--- src/rtl/id_ex_operand_stage_if.sv ---
// ID-to-EX operand bus: ID-side instruction/control inputs and the registered EX-side operand fields.
// The master drives the ID side and consumes EX; the slave (the stage itself) does the reverse.
interface id_ex_operand_stage_if #(
    parameter int STALL_CNT_W = 16
);
    logic [31:0]            instr_in;
    logic [31:0]            pc_in;
    logic                   valid_in;
    logic                   stall;
    logic                   flush;
    logic [2:0]             Si;
    logic [11:0]            imm12_I;
    logic [11:0]            imm12_S;
    logic [19:0]            imm20;
    logic [31:0]            PC;
    logic                   valid_out;
    logic                   illegal;
    logic [STALL_CNT_W-1:0] stall_cycles;

    modport master (
        output instr_in, pc_in, valid_in, stall, flush,
        input  Si, imm12_I, imm12_S, imm20, PC, valid_out, illegal, stall_cycles
    );

    modport slave (
        input  instr_in, pc_in, valid_in, stall, flush,
        output Si, imm12_I, imm12_S, imm20, PC, valid_out, illegal, stall_cycles
    );
endinterface

--- src/rtl/id_ex_operand_stage.sv ---
// ID->EX register stage: decodes the second-operand select and raw immediates and registers them into EX.
// Supports stall (hold), flush (bubble) and a saturating stall-cycle counter.
module id_ex_operand_stage #(
    parameter int STALL_CNT_W = 16
) (
    input logic                  clk,
    input logic                  reset,
    id_ex_operand_stage_if.slave bus
);
    localparam logic [2:0] SI_PB   = 3'b000;
    localparam logic [2:0] SI_IMMI = 3'b001;
    localparam logic [2:0] SI_IMMS = 3'b010;
    localparam logic [2:0] SI_IMM20 = 3'b011;
    localparam logic [2:0] SI_PC   = 3'b100;

    localparam logic [STALL_CNT_W-1:0] CNT_MAX = {STALL_CNT_W{1'b1}};
    localparam logic [STALL_CNT_W-1:0] CNT_ONE = {{(STALL_CNT_W-1){1'b0}}, 1'b1};

    logic [6:0] opcode;
    logic [2:0] si_dec;
    logic       unknown_op;

    assign opcode = bus.instr_in[6:0];

    always_comb begin
        si_dec     = SI_PB;
        unknown_op = 1'b0;
        case (opcode)
            7'b0110011, 7'b1100011:             si_dec = SI_PB;
            7'b0010011, 7'b0000011, 7'b1100111: si_dec = SI_IMMI;
            7'b0100011:                         si_dec = SI_IMMS;
            7'b0110111:                         si_dec = SI_IMM20;
            7'b0010111, 7'b1101111:             si_dec = SI_PC;
            default:                            unknown_op = 1'b1;
        endcase
    end

    always_ff @(posedge clk) begin
        if (reset) begin
            bus.Si           <= '0;
            bus.imm12_I      <= '0;
            bus.imm12_S      <= '0;
            bus.imm20        <= '0;
            bus.PC           <= '0;
            bus.valid_out    <= 1'b0;
            bus.illegal      <= 1'b0;
            bus.stall_cycles <= '0;
        end else if (bus.flush || (!bus.stall && !bus.valid_in)) begin
            // Flush and an empty ID slot both load a bubble; the stall counter is untouched.
            bus.Si        <= '0;
            bus.imm12_I   <= '0;
            bus.imm12_S   <= '0;
            bus.imm20     <= '0;
            bus.PC        <= '0;
            bus.valid_out <= 1'b0;
            bus.illegal   <= 1'b0;
        end else if (bus.stall) begin
            if (bus.stall_cycles != CNT_MAX) begin
                bus.stall_cycles <= bus.stall_cycles + CNT_ONE;
            end
        end else begin
            bus.Si        <= si_dec;
            bus.imm12_I   <= bus.instr_in[31:20];
            bus.imm12_S   <= {bus.instr_in[31:25], bus.instr_in[11:7]};
            bus.imm20     <= bus.instr_in[31:12];
            bus.PC        <= bus.pc_in;
            bus.valid_out <= 1'b1;
            bus.illegal   <= unknown_op;
        end
    end
endmodule

--- src/flat_wrapper.sv ---
// flat-port wrapper written by rule: the top's interface ports become plain ports
module id_ex_operand_stage_flat 
#(
    parameter int STALL_CNT_W = 16
)
  (clk, reset, bus_instr_in, bus_pc_in, bus_valid_in, bus_stall, bus_flush, bus_Si, bus_imm12_I, bus_imm12_S, bus_imm20, bus_PC, bus_valid_out, bus_illegal, bus_stall_cycles);
  id_ex_operand_stage_if #(.STALL_CNT_W(STALL_CNT_W)) bus_i ();
  input logic clk;
  input logic reset;
  input wire logic [$bits(bus_i.instr_in)-1:0] bus_instr_in;
  input wire logic [$bits(bus_i.pc_in)-1:0] bus_pc_in;
  input wire logic [$bits(bus_i.valid_in)-1:0] bus_valid_in;
  input wire logic [$bits(bus_i.stall)-1:0] bus_stall;
  input wire logic [$bits(bus_i.flush)-1:0] bus_flush;
  output wire logic [$bits(bus_i.Si)-1:0] bus_Si;
  output wire logic [$bits(bus_i.imm12_I)-1:0] bus_imm12_I;
  output wire logic [$bits(bus_i.imm12_S)-1:0] bus_imm12_S;
  output wire logic [$bits(bus_i.imm20)-1:0] bus_imm20;
  output wire logic [$bits(bus_i.PC)-1:0] bus_PC;
  output wire logic [$bits(bus_i.valid_out)-1:0] bus_valid_out;
  output wire logic [$bits(bus_i.illegal)-1:0] bus_illegal;
  output wire logic [$bits(bus_i.stall_cycles)-1:0] bus_stall_cycles;
  assign bus_i.instr_in = bus_instr_in;
  assign bus_i.pc_in = bus_pc_in;
  assign bus_i.valid_in = bus_valid_in;
  assign bus_i.stall = bus_stall;
  assign bus_i.flush = bus_flush;
  assign bus_Si = bus_i.Si;
  assign bus_imm12_I = bus_i.imm12_I;
  assign bus_imm12_S = bus_i.imm12_S;
  assign bus_imm20 = bus_i.imm20;
  assign bus_PC = bus_i.PC;
  assign bus_valid_out = bus_i.valid_out;
  assign bus_illegal = bus_i.illegal;
  assign bus_stall_cycles = bus_i.stall_cycles;
  id_ex_operand_stage #(.STALL_CNT_W(STALL_CNT_W)) u_core (.clk(clk), .reset(reset), .bus(bus_i));
endmodule
--- config.mk ---
export PLATFORM = sky130hd
export DESIGN_NAME = id_ex_operand_stage_flat
export DESIGN_NICKNAME = d
export VERILOG_FILES = /design/src/rtl/id_ex_operand_stage_if.sv /design/src/rtl/id_ex_operand_stage.sv /design/src/flat_wrapper.sv
export SDC_FILE = /design/constraint.sdc
export NUM_CORES = 1
export LEC_CHECK = 0
export CAP_MARGIN = 0
export CORE_MARGIN = 4
export CORE_UTILIZATION = 36
export DETAILED_ROUTE_END_ITERATION = 12
export GPL_ROUTABILITY_DRIVEN = 0
export GPL_TIMING_DRIVEN = 0
export HOLD_SLACK_MARGIN = 0.1
export PLACE_DENSITY = 0.76
export SYNTH_ARGS = -nofsm -noshare
export SYNTH_HDL_FRONTEND = slang
export SYNTH_SLANG_ARGS = --single-unit
--- constraint.sdc ---
create_clock -name clk -period 1.86 [get_ports clk]
set_input_delay 0.372 -clock clk [delete_from_list [all_inputs] [get_ports clk]]
set_output_delay 0.372 -clock clk [all_outputs]
set_load 0.03 [all_outputs]
# Yosys cells after proc, flatten, opt, wreduce, memory -nomap -nowiden
# Index checks and enable logic that the tools add are counted.
# W data, S select, Z words.
[classes]
n_addsub = 1
shift = 0
eq_ne = 10
n_reduce_logical = 9
order_cmp = 0
n_mul = 0
n_mux = 2
div_mod_pow = 0
bitwise_logic = 1
[op_table]
columns = ["cell", "n"]
rows = [
  ["$eq A7 B6 Y1 const B", 3],
  ["$eq A7 B7 Y1 const B", 3],
  ["$add A16 B1 Y16 const B", 1],
  ["$ne A16 B16 Y1 const B", 1],
  ["$eq A7 B5 Y1 const B", 2],
  ["$pmux W3 S4", 1],
  ["$reduce_or A9 Y1", 1],
  ["$eq A7 B2 Y1 const B", 1],
  ["$reduce_or A2 Y1", 2],
  ["$reduce_and A3 Y1", 1],
  ["$reduce_or A3 Y1", 1],
  ["$logic_not A1 Y1", 2],
  ["$logic_and A1 B1 Y1", 1],
  ["$logic_or A1 B1 Y1", 1],
  ["$mux W1", 1],
  ["$not A1 Y1", 1],
]
[totals]
mem_bits_ro = 0
ff_bits = 97
input_bits = 69
latch_bits = 0
wordCells = 31
ramBits = 0
n_memories = 0

# Logic depth before layout (Yosys ltp)
# Gate-level depths: netlist of the first run.
[logic_depth]
depth_word = 5
mapped_depth = 5

# Worst setup path before layout of the first run
# No wires, ideal clock.
[synth_timing]
path_kind = "register to register"
startpoint = "register u_core.bus.stall_cycles[0]"
endpoint = "register u_core.bus.stall_cycles[7]"
arrival_time_ns = 2.046
n_path_buf = 0
stages_incl_launch_ff = 6
path_slack_ns = -0.307
setup_time_ns = 0.121
path_cell_list = "dfxtp_1 -> ha_1 -> nand2_1 -> nor4_2 -> nor4_1 -> mux2_2"
[synth_via]
elab_chain_len = 2
[synth_rtl]
columns = ["item", "line_no", "source"]
rows = [
  ["start, declared", "id_ex_operand_stage_if.sv:27", "output Si, imm12_I, imm12_S, imm20, PC, valid_out, illegal, stall_cycles"],
  ["start signal, assigned", "id_ex_operand_stage.sv:59", "bus.stall_cycles <= bus.stall_cycles + CNT_ONE;"],
  ["branches (longest 2 deep; another with $add A16 B1 Y16)", "-", ""],
]
# Several ways; the timed one is not identified.
# A chain may end at the register's enable or synchronous reset.

# Final worst setup path of the first run
[layout_timing]
startpoint = "register u_core.bus.stall_cycles[2]"
endpoint = "output bus_stall_cycles[2]"
[layout_rtl]
columns = ["item", "line_no", "source"]
rows = [
  ["end, declared", "flat_wrapper.sv:22", "output wire logic [$bits(bus_i.stall_cycles)-1:0] bus_stall_cycles;"],
]
# No word-level cell between the ends.

==> metrics.txt, run 1 <==
outcome=finished, final reports clean; HPWL after detailed placement=7250 um; Netlist cell types=42; headroom to the max-slew limit=0.670; multi-input logic area=1580 um2; share of synthesized flip-flops with an asynchronous set or reset=0; effective utilization at floorplan=0.374; data arrival time of the worst path=1430 ps; Core ar.=8810 um2; Slowest-stage cell, CP=sky130_fd_sc_hd__clkdlybuf4s50_1; insertion delay of the later-clocked pin in the worst-skew pair=350 ps; max-cap check violation count=0; R2R cell count=4; highest attainable clock frequency=554 MHz; total wire length=9650 um; Clock Pin Slew Worst Setup and Hold Paths=90 ps; detailed-route vias per instance=5.00; startpoint of the worst register-to-register path=u_core.bus.stall_cycles[0]; Final Skew=12.8 ps; area of all placed cells without fillers=5420 um2; buffer and inverter count on the worst path=1; via total after detailed routing=3191; number of standard cells in the layout, taps in and fillers out=638; number of standard-cell rows in the floorplan=34; maximum number of buffers from clock root to sink=2; H-tree levels=3; netlist area before placement=3290 um2; Post-route DRC=0; ANT nets after route=0; PnR Total Power=3.70 mW; transition time at the pin with the least slew margin=494 ps; leading post-synthesis cells by cell area=sky130_fd_sc_hd__dfxtp_1, sky130_fd_sc_hd__mux2i_1, sky130_fd_sc_hd__nor2_1, sky130_fd_sc_hd__buf_4, sky130_fd_sc_hd__clkbuf_1; commonest register cell after synthesis=sky130_fd_sc_hd__dfxtp_1; worst setup path start=u_core.bus.stall_cycles[2]; number of buffers created by CTS=9; cell chain of the critical path=clkdlybuf4s50_1; kind of critical path=register to output port; met1 Use GR=0.201; maximum ir drop on the vdd rail=0.000358 V; class of the most critical hold timing path=register to register; Placement Cell Area=5090 um2; EDFF count, synth=0; Lkg Pwr=2.42 nW; most crowded layer after global routing=met2; required time reported for the critical path endpoint=1490 ps; setup violation total in the final timing report=0; gr usage total=0.174; final hold viol count=0; source of the worst hold timing path=u_core.bus.valid_out; Layout Utilization=0.616; share of the yosys chip area belonging to registers=0.474; nets in the synthesized netlist=415; CTS sink cnt=78; Die Outline Area=10700 um2; Sequential cell area=1580 um2; critical path endpoint category=output port; count of buffers inserted at the top-level ports=164; fraction of layout cells with a size suffix above 1=0.138; maximum single-stage delay on the critical path=680 ps; top cell types by occurrence after synthesis=sky130_fd_sc_hd__dfxtp_1, sky130_fd_sc_hd__nor2_1, sky130_fd_sc_hd__mux2i_1; number of nets in the finished design=595; proportion of netlist area held by the largest area contributor=0.474; Pre-Repair DR Iteration Count=5; initial antenna violation count=0; via count of the first global-routing pass=3134; share of the clock period used by the worst path=0.970; met2 global-route usage=0.287; met3 usage in global routing=0.0665; type of element launching the critical path=register; total of warnings raised by yosys=0; DP Cell Count=617; CTS root buf=sky130_fd_sc_hd__clkbuf_8; global-route wire length before repair=15400 um; total stage count of the critical path=1; power per cell area=682 nW/um2; height of the chip=104 um; synthesized area per cell=9.55 um2; end of the worst register-to-register path=u_core.bus.stall_cycles[13]; leftover overflow at the end of global routing=0; Die W=104 um; area added between synthesis and finish=64.6%; Yosys reg bits=78; most numerous cell in the Yosys netlist=sky130_fd_sc_hd__dfxtp_1; number of fillers in the final layout=740; post-synthesis instance total=345; number of inserted diodes=0; count of pins on the block boundary=166; shortest period the worst path allows=1810 ps; top cell type by total area after synthesis=sky130_fd_sc_hd__dfxtp_1; clock tree from TritonCTS=built; pin count of the biggest net entering global routing=14; 1st-iter DRT viols=78; WL per Instance=15.1 um; setup slack on the worst flop-to-flop path=50 ps; Crit path max-delay family=buffers and inverters; worst setup path endpoint=bus_stall_cycles[2]; Slew Viols, Final=0; crit-path max FO=7
-- cell type report --
cell class                      instances  share of cell area
Tap cell                              108              0.0249
Sequential cell                        78               0.292
Timing Repair Buffer                  169               0.309
Clock buffer                           10              0.0235
Inverter                                4             0.00277
Multi-Input combinational cell        226               0.291
Buffer                                 37              0.0411
Clock inverter                          6              0.0159
-- metrics by stage --
step                      setup TNS [ps]  worst slack (ps)  hold WS, ps
final                                  0              54.9          452
after global routing               -2.56             -2.56          499
after CTS                              0              10.0          452
after detailed placement          -41060              -667          440
after global placement            -35710              -565          439
after floorplan                        0              3.09          516
-- power breakdown --
| part | total [mW] | leakage [nW] | internal [mW] | switching (mW) |
|---|---|---|---|---|
| logic | 0.578 | 1.67 | 0.301 | 0.277 |
| registers | 1.74 | 0.638 | 1.71 | 0.0340 |
| clock network | 1.38 | 0.106 | 0.754 | 0.628 |
-- cell usage in the layout, fill, tap and decap left out, types with 3 or more instances in the layout --
master,n
sky130_fd_sc_hd__and4_1,3
sky130_fd_sc_hd__dfxtp_4,4
sky130_fd_sc_hd__a31oi_1,5
sky130_fd_sc_hd__nand2_1,10
sky130_fd_sc_hd__mux2_2,3
sky130_fd_sc_hd__clkdlybuf4s50_1,130
sky130_fd_sc_hd__or4_1,4
sky130_fd_sc_hd__clkbuf_2,4
sky130_fd_sc_hd__inv_1,4
sky130_fd_sc_hd__buf_4,25
sky130_fd_sc_hd__o31ai_1,3
sky130_fd_sc_hd__clkbuf_1,11
sky130_fd_sc_hd__dfxtp_1,69
sky130_fd_sc_hd__nor3_1,3
sky130_fd_sc_hd__nor2_1,69
sky130_fd_sc_hd__clkbuf_8,9
sky130_fd_sc_hd__a21oi_1,10
sky130_fd_sc_hd__nor3b_1,4
sky130_fd_sc_hd__nand3_1,6
sky130_fd_sc_hd__dlymetal6s2s_1,10
sky130_fd_sc_hd__and3_1,3
sky130_fd_sc_hd__a211oi_1,4
sky130_fd_sc_hd__nor2b_1,4
sky130_fd_sc_hd__buf_2,3
sky130_fd_sc_hd__mux2i_1,59
sky130_fd_sc_hd__dlygate4sd2_1,24
sky130_fd_sc_hd__dfxtp_2,5
-- worst min path at each step --
stage	cells after the start	end	slack, ps
floorplan	2	u_core.bus.PC[0]	520
global route	2	u_core.bus.illegal	500
detailed placement	2	u_core.bus.valid_out	440
CTS	2	u_core.bus.valid_out	450
global placement	2	u_core.bus.valid_out	440
finish	2	u_core.bus.valid_out	450
-- kinds of logic after synthesis --
group           count (synthesis)  synth area share
compound gates                 33            0.0654
fa+ha+maj                       1           0.00380
flops                          78             0.474
mux                            62             0.190
buf+inv                        41            0.0695
xor+xnor                        2           0.00532
simple gates                  128             0.192
-- sequential cells by signal, indices dropped and copies added (netlist names) --
register and flops:
u_core.bus.stall_cycles 16, u_core.bus.imm12_I 5, u_core.bus.valid_out 1, u_core.bus.illegal 1
u_core.bus.imm12_S 12, u_core.bus.PC 32, u_core.bus.imm20 8, u_core.bus.Si 3
-- timing repair --
action                                  CTS  global route
hold buffers                              0             0
buffers inserted                          0             5
resized for setup                        40            15
pin swaps                                 1             1
endpoints found under the setup margin   93            16
-- routing by layer --
layer | part of all wire | vias to the layer above
met1 | 0.42 | 1474
met3 | 0.085 | 21
met5 | 0 | -
li1 | - | 1559
met4 | 0.027 | 0
met2 | 0.47 | 137
-- tightest hold or removal path, stage by stage, from the launching register on --
cell and delay [ps]:
sky130_fd_sc_hd__dfxtp_1 320, sky130_fd_sc_hd__inv_1 40, sky130_fd_sc_hd__a21oi_1 50
Note: power is estimated with default switching activity, not from simulation.
==> run 2: changes to the inputs <==
--- a/config.mk
+++ b/config.mk
@@ -8,6 +8,7 @@
 export CAP_MARGIN = 0
 export CORE_MARGIN = 4
 export CORE_UTILIZATION = 36
+export CTS_CLUSTER_DIAMETER = 120
 export DETAILED_ROUTE_END_ITERATION = 12
 export GPL_ROUTABILITY_DRIVEN = 0
 export GPL_TIMING_DRIVEN = 0
==> results of run 2 <==
Final layout, timing and power as in run 1 (identical DEF).
==> run 3: changes to the inputs <==
--- a/config.mk
+++ b/config.mk
@@ -14,6 +14,7 @@
 export GPL_TIMING_DRIVEN = 0
 export HOLD_SLACK_MARGIN = 0.1
 export PLACE_DENSITY = 0.76
+export SLEW_MARGIN = 5
 export SYNTH_ARGS = -nofsm -noshare
 export SYNTH_HDL_FRONTEND = slang
 export SYNTH_SLANG_ARGS = --single-unit
==> results of run 3 <==
Final layout, timing and power as in run 1 (identical DEF).
